===== config.mk =====
export PLATFORM = sky130hd
export DESIGN_NAME = gshare_bht
export DESIGN_NICKNAME = d
export VERILOG_FILES = /design/src/rtl/bht_pkg.sv /design/src/rtl/bht_ctr_array.sv /design/src/rtl/gshare_bht.sv
export SDC_FILE = /design/constraint.sdc
export NUM_CORES = 1
export LEC_CHECK = 0
export BUFFER_PORTS_ARGS = -buffer_cell sky130_fd_sc_hd__buf_2
export CAP_MARGIN = 10
export CORE_UTILIZATION = 43
export CTS_CLUSTER_SIZE = 12
export DETAILED_ROUTE_END_ITERATION = 10
export PLACE_DENSITY_LB_ADDON = 0.15
export SLEW_MARGIN = 20
export SYNTH_ARGS = -nofsm -noshare
export SYNTH_HDL_FRONTEND = slang
export SYNTH_SLANG_ARGS = --single-unit
export TNS_END_PERCENT = 50

===== constraint.sdc =====
create_clock -name clk -period 7.1 [get_ports clk]
set_clock_uncertainty 0.2 [all_clocks]
set_input_delay 0 -clock clk [delete_from_list [all_inputs] [get_ports clk]]
set_output_delay 0 -clock clk [all_outputs]
set_load 0.005 [all_outputs]

===== src/rtl/bht_pkg.sv =====
// Shared types and counter helpers for the gshare branch history table.
package bht_pkg;

    typedef enum logic {INIT, READY} bht_state_t;

    // Counters are handled in a 4-bit container; callers keep the low CTR_WIDTH bits.
    function automatic logic [3:0] sat_inc(input logic [3:0] ctr, input int width);
        logic [3:0] maxv;
        maxv = 4'((1 << width) - 1);
        return (ctr >= maxv) ? ctr : ctr + 4'd1;
    endfunction

    function automatic logic [3:0] sat_dec(input logic [3:0] ctr, input int width);
        logic [3:0] maxv;
        maxv = 4'((1 << width) - 1);
        return (ctr == 4'd0) ? 4'd0 : ((ctr - 4'd1) & maxv);
    endfunction

    function automatic logic [3:0] wnt(input int width);
        return 4'((1 << (width - 1)) - 1);
    endfunction

endpackage


===== src/rtl/bht_ctr_array.sv =====
// Counter storage: one asynchronous read port, one synchronous write port, no reset.
module bht_ctr_array #(
    parameter int SIZE      = 256,
    parameter int CTR_WIDTH = 2,
    localparam int IDXW     = $clog2(SIZE)
) (
    input  logic                 clk,
    input  logic                 i_we,
    input  logic [IDXW-1:0]      i_waddr,
    input  logic [CTR_WIDTH-1:0] i_wdata,
    input  logic [IDXW-1:0]      i_raddr,
    output logic [CTR_WIDTH-1:0] o_rdata
);

    logic [CTR_WIDTH-1:0] r_mem [SIZE];

    always_ff @(posedge clk) begin
        if (i_we) r_mem[i_waddr] <= i_wdata;
    end

    assign o_rdata = r_mem[i_raddr];

endmodule


===== src/rtl/gshare_bht.sv =====
// Gshare predictor: PC^GHR hashed lookup, speculative GHR with mispredict repair, init sweep.
module gshare_bht
    import bht_pkg::*;
#(
    parameter int SIZE       = 256,
    parameter int CTR_WIDTH  = 2,
    parameter int HIST_LEN   = 8,
    parameter int IDX_OFFSET = 2,
    localparam int IDXW      = $clog2(SIZE)
) (
    input  logic                 clk,
    input  logic                 rst,
    output logic                 busy,
    input  logic                 bht_read,
    input  logic [31:0]          pc_address_read,
    output logic                 br_pred,
    output logic [CTR_WIDTH-1:0] bht_rdata,
    output logic [IDXW-1:0]      bht_ridx,
    output logic [HIST_LEN-1:0]  ghr_snap,
    input  logic                 bht_write,
    input  logic [IDXW-1:0]      upd_idx,
    input  logic [CTR_WIDTH-1:0] bht_rdata_ret,
    input  logic                 br_taken,
    input  logic                 mispredict,
    input  logic [HIST_LEN-1:0]  ghr_ret
);

    localparam logic [CTR_WIDTH-1:0] WNT = CTR_WIDTH'(wnt(CTR_WIDTH));

    bht_state_t           r_state, w_nextState;
    logic [IDXW-1:0]      r_initPtr, w_nextPtr;
    logic [HIST_LEN-1:0]  r_ghr, w_specGhr, w_recGhr;
    logic                 w_busy;
    logic [IDXW-1:0]      w_ghrExt, w_idx;
    logic [3:0]           w_retExt, w_incFull, w_decFull;
    logic [CTR_WIDTH-1:0] w_trainVal, w_arrRdata, w_lookup, w_wdata;
    logic [IDXW-1:0]      w_waddr;
    logic                 w_we, w_bypass, w_pred;
    logic                 w_unusedBits;

    assign w_busy = (r_state == INIT);

    always_comb begin
        w_nextState = r_state;
        w_nextPtr   = r_initPtr;
        if (r_state == INIT) begin
            w_nextPtr = r_initPtr + IDXW'(1);
            if (r_initPtr == IDXW'(SIZE - 1)) w_nextState = READY;
        end
    end

    always_ff @(posedge clk) begin
        if (rst) begin
            r_state   <= INIT;
            r_initPtr <= '0;
        end else begin
            r_state   <= w_nextState;
            r_initPtr <= w_nextPtr;
        end
    end

    always_comb begin
        w_ghrExt                 = '0;
        w_ghrExt[HIST_LEN-1:0]   = r_ghr;
        w_retExt                 = '0;
        w_retExt[CTR_WIDTH-1:0]  = bht_rdata_ret;
    end

    assign w_idx      = pc_address_read[IDX_OFFSET +: IDXW] ^ w_ghrExt;
    assign w_incFull  = sat_inc(w_retExt, CTR_WIDTH);
    assign w_decFull  = sat_dec(w_retExt, CTR_WIDTH);
    assign w_trainVal = br_taken ? w_incFull[CTR_WIDTH-1:0] : w_decFull[CTR_WIDTH-1:0];

    // The sweep owns the write port while busy; training is only accepted afterwards.
    assign w_we    = w_busy | bht_write;
    assign w_waddr = w_busy ? r_initPtr : upd_idx;
    assign w_wdata = w_busy ? WNT : w_trainVal;

    bht_ctr_array #(
        .SIZE      (SIZE),
        .CTR_WIDTH (CTR_WIDTH)
    ) u_array (
        .clk     (clk),
        .i_we    (w_we),
        .i_waddr (w_waddr),
        .i_wdata (w_wdata),
        .i_raddr (w_idx),
        .o_rdata (w_arrRdata)
    );

    assign w_bypass = bht_write && !w_busy && (upd_idx == w_idx);
    assign w_lookup = w_bypass ? w_trainVal : w_arrRdata;
    assign w_pred   = w_lookup[CTR_WIDTH-1];

    assign busy      = w_busy;
    assign br_pred   = !w_busy && w_pred;
    assign bht_rdata = w_busy ? WNT : w_lookup;
    assign bht_ridx  = w_busy ? '0 : w_idx;
    assign ghr_snap  = w_busy ? '0 : r_ghr;

    generate
        if (HIST_LEN == 1) begin : g_hist1
            assign w_specGhr = w_pred;
            assign w_recGhr  = br_taken;
        end else begin : g_histN
            assign w_specGhr = {r_ghr[HIST_LEN-2:0], w_pred};
            assign w_recGhr  = {ghr_ret[HIST_LEN-2:0], br_taken};
        end
    endgenerate

    // Repair from the resolved branch takes priority over this cycle's speculative shift.
    always_ff @(posedge clk) begin
        if (rst) begin
            r_ghr <= '0;
        end else if (!w_busy) begin
            if (bht_write && mispredict) r_ghr <= w_recGhr;
            else if (bht_read)           r_ghr <= w_specGhr;
        end
    end

    assign w_unusedBits = ^{w_incFull, w_decFull, pc_address_read, ghr_ret};

endmodule


# == Word level (Yosys, flattened, before mapping) ==
# Memories as Yosys holds them, arrays and structs flattened.
# Cells that the tools add are included.
# op_classes
add_sub_neg,3
order_cmp,1
eq_ne,2
n_mux,15
n_bitwise,3
reduce_logical,7
# ops
operator,n
8-bit two-way mux,5
2-bit two-way mux,6
8-bit by 1-bit adder with 8-bit output (second input constant),1
8-bit equality test,1
8-bit equality test (second input constant),1
8-bit bitwise XOR,1
1-bit logical AND,4
4-bit zero test,1
1-bit two-way mux,4
2-bit by 1-bit adder with 2-bit output (second input constant),1
2-bit greater-or-equal comparator (second input constant),1
2-bit AND reduction,1
2-bit nonzero test,1
2-bit by 1-bit subtractor with 2-bit output (second input constant),1
1-bit NOT,1
1-bit OR,1
# totals
reg_bits,17
ramBits,512
input_bits,56
out_inout_bits,20
wordCells,35
mem_count,1
# mem_list
name,words,word_bits,rd,rd_ports_with_merged_regs,wr,line_no,source
u_array.r_mem,256,2,1,0,1,bht_ctr_array.sv:15,logic [CTR_WIDTH-1:0] r_mem [SIZE];

# == Longest topological paths before layout ==
# depth
word_depth,6
ltp_mapped,12

# == Modules after synthesis ==
# From an unflattened synthesis, not the netlist that was laid out.
# unflattened
hier_cells,1380
hier_area_um2,22656.7
# by_module_without_submodules
module,instances,cells_per_inst,area_each_um2
bht_ctr_array,1,1240,21341.7
gshare_bht,1,140,1315.0

# == Least setup slack after synthesis ==
# Ideal clock, no wire load.
# synth_path
path_type,reg2reg
startpoint,register r_state
endpoint,memory u_array.r_mem[0][1] (data pin)
t_arrival_ns,4.372
required_ns,6.035
path_slack_ns,1.662
path_stages_with_launch,5
n_path_buf,3
period_less_slack_ns,5.438
path_cell_list,dfxtp_1 -> clkbuf_1 -> buf_1 -> clkbuf_1 -> and2_1
# synth_between
elab_chain_len,1
# synth_rtl
element,line_no,source
from (decl),gshare_bht.sv:30,"bht_state_t r_state, w_nextState;"
from (signal assigned),gshare_bht.sv:57,r_state <= w_nextState;
2-bit two-way mux,gshare_bht.sv:77,assign w_wdata = w_busy ? WNT : w_trainVal;
via u_array.i_wdata[1],bht_ctr_array.sv:10,"input logic [CTR_WIDTH-1:0] i_wdata,"
to (decl),bht_ctr_array.sv:15,
# The timed path passes the listed nets, and every way through them passes these cells.

# == Worst setup path in the final report ==
# layout_path
startpoint,register r_ghr[1]
endpoint,output bht_rdata[0]
# layout_between
elab_chain_len,5
word_cells_on_any_way,6
# layout_rtl
element,line_no,source
from (decl),gshare_bht.sv:32,"logic [HIST_LEN-1:0] r_ghr, w_specGhr, w_recGhr;"
from (signal assigned),gshare_bht.sv:116,if (bht_write && mispredict) r_ghr <= w_recGhr;
from (signal assigned),gshare_bht.sv:117,else if (bht_read) r_ghr <= w_specGhr;
8-bit bitwise XOR (*),gshare_bht.sv:69,assign w_idx = pc_address_read[IDX_OFFSET +: IDXW] ^ w_ghrExt;
"parallel branches: the longest is 2 deep, another holds memory 256 x 2 bit",n/a,
2-bit two-way mux (*),gshare_bht.sv:92,assign w_lookup = w_bypass ? w_trainVal : w_arrRdata;
2-bit two-way mux (*),gshare_bht.sv:97,assign bht_rdata = w_busy ? WNT : w_lookup;
to (decl),gshare_bht.sv:17,"output logic [CTR_WIDTH-1:0] bht_rdata,"
# Every way passes the cells marked *.

==> results.yml <==
floorplan:
  die_y_um: 229
  ios: 76
  dieWidth_um: 229
  rows: 82
  start_util: 0.439
  core_mm2: 0.0505
  die-area_mm2: 0.0524
yosys:
  syn_area_per_cell_um2: 17.3
  synth_compound_area_frac: 0.0200
  synthFlopType: "edfxtp_1"
  yosys.area_share.simple: 0.0727
  synthMuxAreaShare: 0.164
  ys_ff_latch: 529
  yosys_warnings: 0
  synth_top_family_by_area: "multiplexers"
  synth_cell_types: 49
  ys_async_sr_fraction: 0
  yosysTopAreaCellShare: 0.694
  syn-cell-area_mm2: 0.0222
  synth_xor_area_frac: 0.0150
  yosysTopAreaCell: "edfxtp_1"
  synth_edf_count: 512
  synth_area_leaders: "edfxtp_1 69%, mux4_2 16%, nor2_1 5.0%, dfxtp_1 1.5%, nand2_1 1.1%"
  yosysSeqAreaShare: 0.709
  syn_inst: 1280
  synth_nets: 1337
  synthAdderAreaFrac: 0.00102
cells_and_area:
  n_antenna_cell: 0
  layout_common_cells: "512 x edfxtp_1, 294 x nor2_1, 153 x mux4_2"
  syn_to_final_growth_pct: 13.0
  layout-drive-gt1-share: 0.222
  final_nets: 1416
  final_common_cell: "edfxtp_1"
run:
  max_cap_viol_count: 0
placed_design:
  hpwl_um: 31100
  globalplace.congestion: 0.843
  io_buffers: 50
critical_path:
  cp_slowest_cell: "xor2_4"
  slowest_delay_ns: 0.88
  worstPathMaxFanout: 27
  crit_required_ns: 6.90
  cp-start-kind: "flop"
  arrival_ns: 4.55
  path_cells: "xor2_4 > buf_4 > mux4_2 > mux4_2 > a22oi_1 > nor3_1 > nor3_1 > nand4b_1 > a21boi_1 > buf_2"
  crit_path_end_kind: "output port"
  worst-path-buf-inv: 2
  path_class: "reg2out"
  cp_top_family: "XOR/XNOR gates"
clocking:
  ctsResizeCount: 0
  ctsHoldBuffers: 28
  clk_latency_ns: 0.60
  cts_tree: "built"
  clk_pin_slew_worst_paths_ns: 0.06
  cts-root-buf: "clkbuf_16"
  postCtsSetupBuffers: 0
  htree_num_levels: 2
  clock_path_buffers: 3
  cts_buffers: 54
  clock-sinks: 529
sta:
  drv_slew: 0
  fin_crit_sh: 0.669
  fin_crit_ns: 4.75
  slew_headroom: 0.213
  worst_pin_slew_ns: 1.17
  finalHoldViolCount: 0
  rsz0062_at_grt: "false"
  setup_violations: 0
  clock.fmax_mhz: 211
  tns_ns: 0
detailed_routing:
  wire_per_inst_um: 26.5
  num_vias: 11900
  drt_pre_antenna_iters: 5
  ant_nets: 0
  drt_iter0_drc: 1277
  drc: 0
  routed_wirelength_um: 54700
  viasPerCell: 5.77
power:
  irDropWorstVdd_mv: 0.162
  power.density_mw_per_mm2: 252
  p_leak_nw: 7.96
  totalPowerFinal_mw: 6.30
global_routing:
  track_usage: 0.212
  grt_pass1_wl_um: 81100
  gr-total-overflow: 0
  use_met2: 0.330
  grt_start_max_net_pins: 176
  grtUsageMet3: 0.0334
  grt_pass1_vias: 12200
  grt-busiest-layer: "met2"
  grt_use_met1: 0.310
  antenna_found_initial: 0
hold_path:
  hold_path_class: "in2reg"
status:
  outcome: "finished clean"
## worst paths after layout
path	startpoint	end	slack, ns	cells past startpoint
min reg2reg	r_initPtr[7]$_SDFFE_PP0N_	r_state$_SDFF_PP0_	0.36	2
max reg2reg	r_ghr[1]$_SDFFE_PP0P_	r_ghr[0]$_SDFFE_PP0P_	2.51	10
min	rst	r_initPtr[3]$_SDFFE_PP0N_	0.16	3
max	r_ghr[1]$_SDFFE_PP0P_	bht_rdata[0]	2.35	10
## registers in the layout, summed over array words and instances (netlist names)
| name | cells |
|---|---|
| u_array.r_mem | 512 |
| r_ghr | 8 |
| r_initPtr | 8 |
| r_state | 1 |
## worst min-delay path, stage by stage
cell and delay [ns]:
dlygate4sd3_1 0.55, buf_2 0.24, nor2_1 0.13
## kinds of logic after synthesis
| logic type | Yosys count |
|---|---|
| muxes | 171 |
| and+or+nand+nor | 403 |
| xor gates and xnor gates | 27 |
| AOI/OAI and AO/OA | 61 |
| adders and majority gates | 2 |
| DFF | 529 |
| buffers and inverters | 87 |
## layout make-up
| type | count | area, um2 |
|---|---|---|
| clock inverter | 14 | 123 |
| timing repair buffer | 103 | 756 |
| tap | 672 | 841 |
| fill | 4208 | 25400 |
| clock buffer | 72 | 1450 |
| inverter | 7 | 31.3 |
| multi-input combinational | 664 | 6120 |
| sequential | 529 | 15700 |
## routing by layer
layer	up-vias	share of wire
li1	5152	-
met1	6294	0.44
met2	374	0.47
met3	77	0.057
met4	0	0.024
met5	-	0
## metrics by stage
| step | hold WS (ns) | cell area (um2) | instances | utilization | setup WS [ns] |
|---|---|---|---|---|---|
| floorplan | -0.0410 | 22200 | 1280 | - | 1.66 |
| global placement | 0.0804 | 23200 | 1947 | 0.459 | 2.95 |
| detailed placement | 0.0741 | 23200 | 1947 | 0.459 | 2.93 |
| CTS | 0.110 | 25000 | 2061 | 0.496 | 2.30 |
| global route | 0.185 | 25000 | 2061 | 0.496 | 2.15 |
| finish | 0.162 | 25000 | 2061 | 0.496 | 2.35 |
## synth_stat cells (2+ instances only)
library cell  instances
buf_1                 3
o32ai_1               4
and2_1               12
nand2_1              66
a32o_1                2
inv_1                 7
a311oi_1              7
o22ai_1               2
nor3_1                6
or3_1                 4
o31ai_1               3
xor2_1               11
a211oi_1              2
a21oi_1               6
dfxtp_1              17
xnor3_1               7
o211ai_1              2
a22oi_1               8
nand3_1               9
o21ai_1               4
a21boi_1              2
clkbuf_1             48
nand4b_1              3
buf_6                 2
o21a_1                2
buf_2                15
o21ai_0               7
a221oi_1              2
buf_4                12
nand4_1               3
mux4_2              153
xnor2_1               9
edfxtp_1            512
nor2_1              294
mux2i_1              17
o22a_1                4
## power breakdown
group | leakage (nW) | switching, mW | internal (mW)
registers | 4.92 | 0.00368 | 3.37
clock network | 0.771 | 1.13 | 1.49
logic | 2.26 | 0.175 | 0.135
Power figures use the tool's default switching activity.
